## src/rtl/riscv_lsu.sv

```systemverilog
// Load/store unit: LB/LH/LW/LBU/LHU and SB/SH/SW onto a word-wide memory, sub-word stores by read-modify-write.
// Optional macro LSU_MISALIGN_TRAP_EN: misaligned half/word requests error out instead of being force-aligned.
module riscv_lsu #(
    parameter int WORD_ADDR = 0
) (
    input  logic        clk,
    input  logic        rst,
    input  logic        req_valid_i,
    output logic        req_ready_o,
    input  logic        req_we_i,
    input  logic [1:0]  req_size_i,
    input  logic        req_unsigned_i,
    input  logic [31:0] req_addr_i,
    input  logic [31:0] req_wdata_i,
    output logic        done_o,
    output logic        err_o,
    output logic [31:0] rdata_o,
    output logic        data_ce_o,
    output logic        data_we_o,
    output logic [31:0] data_addr_o,
    output logic [31:0] data_o,
    input  logic [31:0] data_i
);

    // state | meaning
    // IDLE  | waiting for a request, req_ready_o=1
    // RD    | memory read: load data or the old word for a sub-word store
    // WR    | memory write of full or merged word
    // RESP  | done_o pulse, no memory access
    typedef enum logic [1:0] {IDLE, RD, WR, RESP} state_t;

    state_t      state;
    logic        op_we;
    logic [1:0]  op_size;
    logic        op_uns;
    logic [1:0]  op_lo;
    logic [15:0] op_wdata;

    logic        req_misalign;
    logic        req_err;
    logic [31:0] req_mem_addr;
    logic [31:0] byte_sh;
    logic [31:0] half_sh;
    logic [31:0] load_val;
    logic [31:0] merged;

`ifdef LSU_MISALIGN_TRAP_EN
    assign req_misalign = (req_size_i == 2'd1 && req_addr_i[0]) ||
                          (req_size_i == 2'd2 && req_addr_i[1:0] != 2'b00);
`else
    assign req_misalign = 1'b0;
`endif

    assign req_err     = (req_size_i == 2'd3) || req_misalign;
    assign req_ready_o = (state == IDLE);

    // The memory only sees whole words, so low address bits never reach it.
    assign req_mem_addr = (WORD_ADDR != 0) ? {2'b00, req_addr_i[31:2]}
                                           : {req_addr_i[31:2], 2'b00};

    always_comb begin
        byte_sh  = data_i >> {op_lo, 3'b000};
        half_sh  = data_i >> {op_lo[1], 4'b0000};
        load_val = data_i;
        case (op_size)
            2'd0: load_val = op_uns ? {24'b0, byte_sh[7:0]}
                                    : {{24{byte_sh[7]}}, byte_sh[7:0]};
            2'd1: load_val = op_uns ? {16'b0, half_sh[15:0]}
                                    : {{16{half_sh[15]}}, half_sh[15:0]};
            default: load_val = data_i;
        endcase
    end

    always_comb begin
        merged = data_i;
        if (op_size == 2'd0) begin
            case (op_lo)
                2'd0: merged[7:0]   = op_wdata[7:0];
                2'd1: merged[15:8]  = op_wdata[7:0];
                2'd2: merged[23:16] = op_wdata[7:0];
                default: merged[31:24] = op_wdata[7:0];
            endcase
        end else begin
            if (op_lo[1]) merged[31:16] = op_wdata;
            else          merged[15:0]  = op_wdata;
        end
    end

    always_ff @(posedge clk or negedge rst) begin
        if (!rst) begin
            state       <= IDLE;
            op_we       <= 1'b0;
            op_size     <= 2'd0;
            op_uns      <= 1'b0;
            op_lo       <= 2'd0;
            op_wdata    <= 16'd0;
            done_o      <= 1'b0;
            err_o       <= 1'b0;
            rdata_o     <= 32'd0;
            data_ce_o   <= 1'b0;
            data_we_o   <= 1'b0;
            data_addr_o <= 32'd0;
            data_o      <= 32'd0;
        end else begin
            case (state)
                IDLE: begin
                    if (req_valid_i) begin
                        op_we    <= req_we_i;
                        op_size  <= req_size_i;
                        op_uns   <= req_unsigned_i;
                        op_lo    <= req_addr_i[1:0];
                        op_wdata <= req_wdata_i[15:0];
                        if (req_err) begin
                            state  <= RESP;
                            done_o <= 1'b1;
                            err_o  <= 1'b1;
                            if (!req_we_i) rdata_o <= 32'd0;
                        end else if (req_we_i && req_size_i == 2'd2) begin
                            state       <= WR;
                            data_ce_o   <= 1'b1;
                            data_we_o   <= 1'b1;
                            data_addr_o <= req_mem_addr;
                            data_o      <= req_wdata_i;
                        end else begin
                            state       <= RD;
                            data_ce_o   <= 1'b1;
                            data_we_o   <= 1'b0;
                            data_addr_o <= req_mem_addr;
                        end
                    end
                end
                RD: begin
                    if (!op_we) begin
                        rdata_o   <= load_val;
                        data_ce_o <= 1'b0;
                        done_o    <= 1'b1;
                        state     <= RESP;
                    end else begin
                        data_o    <= merged;
                        data_we_o <= 1'b1;
                        state     <= WR;
                    end
                end
                WR: begin
                    data_ce_o <= 1'b0;
                    data_we_o <= 1'b0;
                    done_o    <= 1'b1;
                    state     <= RESP;
                end
                RESP: begin
                    done_o <= 1'b0;
                    err_o  <= 1'b0;
                    state  <= IDLE;
                end
                default: state <= IDLE;
            endcase
        end
    end

endmodule
```

## config.mk

```make
export PLATFORM = sky130hd
export DESIGN_NAME = riscv_lsu
export DESIGN_NICKNAME = d
export VERILOG_FILES = /design/src/rtl/riscv_lsu.sv
export SDC_FILE = /design/constraint.sdc
export NUM_CORES = 1
export LEC_CHECK = 0
export BUFFER_PORTS_ARGS = -buffer_cell sky130_fd_sc_hd__buf_2
export CAP_MARGIN = 5
export CORE_MARGIN = 1.5
export CORE_UTILIZATION = 40
export DETAILED_ROUTE_END_ITERATION = 16
export PLACE_DENSITY_LB_ADDON = 0.25
export SLEW_MARGIN = 20
export SYNTH_ARGS = -nofsm -noshare
export SYNTH_HDL_FRONTEND = slang
export SYNTH_SLANG_ARGS = --single-unit
```

## constraint.sdc

```tcl
create_clock -name clk -period 2.6 [get_ports clk]
set_input_delay 0.13 -clock clk [delete_from_list [all_inputs] [get_ports clk]]
set_output_delay 0.13 -clock clk [all_outputs]
set_load 0.1 [all_outputs]
```

== Word level (Yosys, flattened, before mapping) ==
Index checks and enable logic that the tools add are counted.
Word-level totals
  register bits after elaboration: 122
  bits of input ports: 103
  output and inout port bits: 101
  logic and storage cells: 86
Operators by class
  eq/ne operators: 15
  shift operators: 2
  bitwise gates (word level): 1
  muxes and demuxes: 39
  reduce and logical (&&, ||, !) cells: 16
Operators by type and width (number)
  two-way mux 32 bit: 11
  one-hot mux 32 bit (2 select lines): 3
  two-way mux 16 bit: 2
  two-way mux 8 bit: 4
  right shift 32 x 5 -> 16 bit: 1
  right shift 32 x 5 -> 8 bit: 1
  two-way mux 1 bit: 11
  equality test 2 bit (second input constant): 5
  inequality test 2 bit (second input constant): 5
  AND reduction 5 bit: 2
  AND reduction 3 bit: 3
  one-hot mux 2 bit (4 select lines): 1
  AND reduction 4 bit: 2
  equality test 2 x 1 -> 1 bit (second input constant): 3
  logical NOT 2 bit: 3
  two-way mux 2 bit: 3
  one-hot mux 1 bit (3 select lines): 2
  inequality test 2 x 1 -> 1 bit (second input constant): 2
  one-hot mux 1 bit (4 select lines): 1
  nonzero test 2 bit: 2
  nonzero test 3 bit: 1
  OR reduction 3 bit: 1
  one-hot mux 1 bit (2 select lines): 1
  AND reduction 2 bit: 1
  2 further kinds: 2

== Longest topological paths before layout ==
Gate-level depths: netlist of the first run.
  depth after elaboration: 6
  gate-level depth with buffers: 9
  mapped depth without buffers: 6

== Worst setup path after synthesis of the first run ==
OpenSTA, ideal clock, no wires.
  kind: register to register
  start: register state[0]
  end: register data_o[26]
  data arrival time: 2.598 ns
  path buffers: 3
  period minus slack after synthesis: 2.719 ns
  library setup time: 0.121 ns
  slack: -0.119 ns
  required time: 2.479 ns
  cell stages (with the launch flop): 10
  cell sequence: dfrtp_1 inv_1 ha_1 buf_2 nor2_1 buf_2 a211o_1 buf_2 a21o_1 o22a_1
Between the ends
  longest elaborated chain between the ends: 3
  elaborated cells between the ends (all ways): 9
  those cells by class: eq/ne: 5; mux: 1; reduce/logical: 3
RTL lines
  from (decl): line 32  | state_t state;
  from (signal assigned): line 91  | state <= IDLE;
  from (signal assigned): line 114  | state <= RESP;
  from (signal assigned): line 119  | state <= WR;
  logical NOT 2 bit (*)
  net req_ready_o: line 9  | output logic req_ready_o,
  inequality test 2 x 1 -> 1 bit (no line), or another cell as far along
  AND reduction 5 bit (no line)
  to (signal assigned): line 123  | data_o <= req_wdata_i;
  to (signal assigned): line 139  | data_o <= merged;
  to (decl): line 21  | output logic [31:0] data_o,
Mark *: on every way through the listed nets, which the timed path passes. The rest lies on a longest branch.
A chain may end at the register's enable or synchronous reset.

== Final worst setup path of the first run ==
  start: register op_lo[1]
  end: register rdata_o[31]
Between the ends
  longest elaborated chain between the ends: 5
  elaborated cells between the ends (all ways): 7
  those cells by class: shift: 2; mux: 5
RTL lines
  from (decl): line 36  | logic [1:0] op_lo;
  from (signal assigned): line 111  | op_lo <= req_addr_i[1:0];
  right shift 32 x 5 -> 16 bit / right shift 32 x 5 -> 8 bit (equally long branches): line 63, 62
  two-way mux 32 bit, on equally long branches: line 68, 66
  one-hot mux 32 bit (2 select lines) (*): line 65  | case (op_size)
  two-way mux 32 bit (*): line 133  | if (!op_we) begin
  one-hot mux 32 bit (2 select lines) (*): line 105  | case (state)
  to (signal assigned): line 134  | rdata_o <= load_val;
  to (decl): line 17  | output logic [31:0] rdata_o,
Every way passes the cells marked *; elsewhere a longest branch is shown, timed or not. The select of a mux whose other input is x is not followed.

==> flow_summary.yaml, run 1 <==
setup_path:
  critPathArrivalTime_ns: 2.58
  critPathRequiredTime_ns: 2.85
  cp_max_fo: 16
  worst-setup-path-type: "flop to flop"
  worst_setup_path_end_kind: "flop"
  cp-start-kind: "flop"
placement:
  gp_congestion: 0.9102
  dpl.cell_count: 897
  detailed_place_hpwl_um: 13460
  port_buffers: 201
final_layout:
  fillers: 1278
  antenna_cells: 0
  area_delta_synth_final_pct: 38.88
  fin_nets: 903
  drive_above_1_share: 0.3973
  layout.cells.non_filler: 992
cts:
  root_buffer: "clkbuf_16"
  clk_latency_ns: 0.41
  clkSinkCount: 122
  clk_pin_slew_ns: 0.05
  cts_tree: "done"
  post_cts_resized: 0
  clockBufferDepth: 2
  cts_setup_buffers: 0
  cts_buffers: 17
  cts_max_level: 4
synth:
  syn_area_mm2: 0.006047
  synth_edf_count: 0
  synth-seq-cells: 122
  ys.flop_type: "dfrtp_1"
  synthArstFlopShare: 1.000
  ys_warn_count: 0
  synth.top_cell.area_share: 0.5049
  yosysMostFrequentCell: "dfrtp_1"
  syn_area_per_cell_um2: 11.26
  synth.distinct_cells: 53
  syn_inst: 537
  yosys.area.top_type: "dfrtp_1"
  synth_commonest_cells: "dfrtp_1, mux2_2, o21ai_0"
  synth_area_leaders: "dfrtp_1, mux2_2, o21ai_0"
  ys_seq_area_frac: 0.5049
detailed_routing:
  ant_nets: 0
  dr_total_vias: 5509
  viasPerCell: 5.553
  drt_wl_total_um: 19150
  dr.pass1.iters: 15
  first_iter_violations: 576
  remaining_drc_errors: 2
  wire_per_inst_um: 19.30
global_route:
  grt.total_usage: 0.2469
  grt_max_degree: 70
  overflow: 0
  grt_pass1_vias: 5576
  grt_pass1_wl_um: 30040
  antenna_found_initial: 0
die:
  initial_utilization: 0.4129
  dieHeight_um: 126.0
  core_region_area_mm2: 0.01464
  io_pins: 204
  die_width_um: 126.0
  row_count: 44
  die_area_mm2: 0.01586
timing:
  drv_slew: 0
  fmax_ghz: 0.4295
  slew_headroom: 0.4036
  rsz0062_at_grt: "no"
  fin_skew_ns: 0.006440
  hold_viol: 0
  tightestPinTransition_ns: 0.8946
  min_period_over_period: 0.8955
  finalSetupViolations: 0
  holdWs_ns: 0.02386
  fin_crit_ns: 2.328
  tns_ns: 0
status:
  violations: "DRC"
  status: "finished, violations left"
min_path:
  hp-class: "input port to flop"
run:
  cap_viol_max_count: 0
[per-stage QoR]
| step | cell area, µm² | util | setup WS, ns |
|---|---|---|---|
| 2_1_floorplan | 6053 | - | 0.2033 |
| 3_3_place_gp | 7193 | 0.4912 | 0.4055 |
| 3_5_place_dp | 7193 | 0.4912 | 0.2829 |
| 4_1_cts | 8397 | 0.5734 | 0.2743 |
| 5_1_grt | 8398 | 0.5735 | 0.1542 |
| 6_report | 8398 | 0.5735 | 0.2718 |
[critical path: stages, from the launching register on]
cell	delay, ns
dfrtp_1	0.70
mux2i_4	0.40
o22ai_2	0.14
a311oi_4	0.75
a22oi_1	0.18
[final cells by class]
class,count,area [µm²],share of cell area
Clock inverter,9,95.09,0.01132
Timing Repair Buffer,280,1759,0.2095
Multi-Input combinational cell,363,2741,0.3264
Clock buffer,23,478.0,0.05691
Tap cell,184,230.2,0.02741
Inverter,11,41.29,0.004917
Sequential cell,122,3053,0.3635
[logic make-up after synthesis]
family,count (synthesis),synth area share
AOI/OAI and AO/OA,194,0.2299
DFF,122,0.5049
and+or+nand+nor,83,0.06394
muxes,79,0.1473
buffers and inverters,53,0.04304
adders and majority gates,5,0.01035
other,1,0.0006201
[cell usage in the layout (no fill, tap or decap), drive strengths merged, types with 8 or more instances in the layout]
master,instances
a21o,9
a21oi,29
a22oi,16
a311o,8
a31oi,8
buf,217
clkbuf,23
clkinv,8
dfrtp,122
dlygate4sd3,63
inv,10
mux2,60
mux2i,19
nand2,40
nand3,16
nor2,14
o211ai,18
o21ai,56
o22a,8
o2bb2ai,16
[routing by layer]
layer	part of all wire	global-route usage	vias up
li1	-	-	2542
met1	0.43	0.3211	2674
met2	0.48	0.3979	260
met3	0.071	0.05820	33
met4	0.025	0.1028	0
met5	0	0	-
[state kept, by name, summed over array words and instances (netlist names), 2 cells and up]
register	flops
op_wdata	16
rdata_o	32
data_o	32
op_size	2
state	2
data_addr_o	30
op_lo	2
[path summary, 6_finish.rpt]
kind | startpoint | endpoint | slack, ns | cells past startpoint
max in group asynchronous | rst | data_addr_o[13]$_DFFE_PN0P_ | 1.34 | 3
max | op_lo[1]$_DFFE_PN0P_ | rdata_o[31]$_DFFE_PN0P_ | 0.27 | 4
min reg2reg | done_o$_DFFE_PN0P_ | done_o$_DFFE_PN0P_ | 0.48 | 2
min | data_i[24] | rdata_o[24]$_DFFE_PN0P_ | 0.02 | 3
min in group asynchronous | rst | data_o[5]$_DFFE_PN0P_ | 0.38 | 2
max reg2reg | op_lo[1]$_DFFE_PN0P_ | rdata_o[31]$_DFFE_PN0P_ | 0.27 | 4
[repair_timing]
action,in CTS,in global routing
endpoints found under the setup margin,0,0
hold buffers,63,0
endpoints found under the hold margin,133,0
Power of run 1 is not shown: default switching activity piles up to over one toggle a cycle in this logic, so the estimate is an artifact.
==> inputs of run 2 (changes only) <==
--- a/config.mk
+++ b/config.mk
@@ -10,7 +10,8 @@
 export CORE_MARGIN = 1.5
 export CORE_UTILIZATION = 40
 export DETAILED_ROUTE_END_ITERATION = 16
-export PLACE_DENSITY_LB_ADDON = 0.25
+export PLACE_DENSITY = 0.72
+export SKIP_CTS_REPAIR_TIMING = 1
 export SLEW_MARGIN = 20
 export SYNTH_ARGS = -nofsm -noshare
 export SYNTH_HDL_FRONTEND = slang
==> run 2 against run 1 <==
The flow finishes with violations (DRC, hold timing). Clock-buffer cell count fell by 2. Largest cell class unchanged. Critical path type unchanged. Utilization fell by 0.16 points. First-iteration DRC count fell by 13%. Hold slack got worse by 0.036 ns. Final area fell by 0.28%. Highest routed layer unchanged. Global-route usage fell by 1.5 points. Register-to-register slack improved by 0.07 ns. Critical path depth rose by 2.
==> flow_summary.yaml, run 2 (same netlist as run 1, synthesis figures left out) <==
timing:
  fmax_ghz: 0.4431
  finalSetupViolations: 0
  fin_crit_ns: 2.257
  min_period_over_period: 0.8680
  fin_skew_ns: 0.007090
  drv_slew: 0
  holdWs_ns: -0.01204
  rsz0062_at_grt: "no"
  tightestPinTransition_ns: 0.6867
  slew_headroom: 0.5422
  tns_ns: 0
  hold_viol: 3
final_layout:
  area.sequential_mm2: 0.003053
  fin_nets: 892
  drive_above_1_share: 0.4028
  area_delta_synth_final_pct: 38.49
  top_regs: "data_o x32, rdata_o x32, data_addr_o x30"
  multiInputGateArea_mm2: 0.002741
  fillers: 1232
  layout_commonest_cell: "buf_2"
  layout_common_cells: "buf_2, dfrtp_1, mux2_2, o21ai_0, dlygate4sd3_1"
detailed_routing:
  first_iter_violations: 499
  drt_wl_total_um: 19180
  ant_nets: 0
  remaining_drc_errors: 5
  dr_total_vias: 5627
  dr.pass1.iters: 14
  wire_per_inst_um: 19.51
  viasPerCell: 5.724
placement:
  port_buffers: 201
  gp_congestion: 0.9311
  detailed_place_hpwl_um: 13460
cts:
  clk_latency_ns: 0.41
  cts_buffers: 17
  root_buffer: "clkbuf_16"
  cts_max_level: 4
  cts_tree: "done"
  clk_pin_slew_ns: 0.06
  clockBufferDepth: 2
  clkSinkCount: 122
setup_path:
  r2r-start: "state[1]$_DFFE_PN0N_"
  worst-setup-path-type: "flop to flop"
  critPathRequiredTime_ns: 2.93
  cp-startpoint: "state[1]$_DFFE_PN0N_"
  cp-start-kind: "flop"
  critPathArrivalTime_ns: 2.59
  worst_setup_path_end_kind: "flop"
  rr_worst_depth: 6
  cp_max_fo: 19
die:
  dieHeight_um: 126.0
  io_pins: 204
  die_area_mm2: 0.01586
  core_region_area_mm2: 0.01464
  die_width_um: 126.0
  row_count: 44
  initial_utilization: 0.4129
global_route:
  grt_pass1_wl_um: 28370
  grt_pass1_vias: 5206
  antenna_found_initial: 2
  grt.total_usage: 0.2317
  grt_max_degree: 75
  overflow: 0
min_path:
  holdPathStages: 3
  hp-class: "input port to flop"
  worstHoldStart: "req_wdata_i[21]"
status:
  status: "finished, violations left"
  violations: "DRC, hold timing"
run:
  cap_viol_max_count: 0
-- run 2: critical path: stages (launching register included) --
cell	delay (ns)
dfrtp_1	0.41
inv_1	0.11
ha_2	0.32
inv_1	0.14
o211ai_4	0.46
or2_1	0.55
o2bb2ai_1	0.18
-- run 2: per-stage QoR --
stage               hold slack (ns)  utilization  cells  area [µm²]  setup WS, ns
finish                     -0.01204       0.5719    983        8374        0.3431
global route              0.0009253       0.5719    983        8374        0.1464
CTS                         -0.2338       0.5345    927        7828        0.3033
detailed placement           0.2069       0.4910    895        7191        0.2986
global placement             0.1923       0.4910    895        7191        0.4394
floorplan                   -0.1656            -    538        6053        0.2033
-- run 2: cell type report --
| cell class | count | area share |
|---|---|---|
| Sequential cell | 122 | 0.3646 |
| Multi-Input combinational cell | 363 | 0.3274 |
| Timing Repair Buffer | 269 | 0.1990 |
| Clock buffer | 21 | 0.05618 |
| Tap cell | 184 | 0.02749 |
| Clock inverter | 11 | 0.01987 |
| Inverter | 11 | 0.004931 |
| Antenna cell | 2 | 0.0005976 |
-- run 2: worst paths after layout --
kind                       slack [ns]                           to
max                              0.34      rdata_o[11]$_DFFE_PN0P_
min                             -0.01       data_o[21]$_DFFE_PN0P_
max reg2reg                      0.34      rdata_o[11]$_DFFE_PN0P_
min reg2reg                      0.49       rdata_o[6]$_DFFE_PN0P_
max in group asynchronous        1.46  data_addr_o[29]$_DFFE_PN0P_
min in group asynchronous        0.29        data_o[4]$_DFFE_PN0P_
-- run 2: routing by layer --
metal	GRT usage	vias up	routed length, µm
met1	0.3084	2797	7913
met3	0.06754	38	1491
met5	0	-	0
met2	0.3581	271	9309
li1	-	2521	-
met4	0.09128	0	467
Power of run 2 is left out for the same reason.
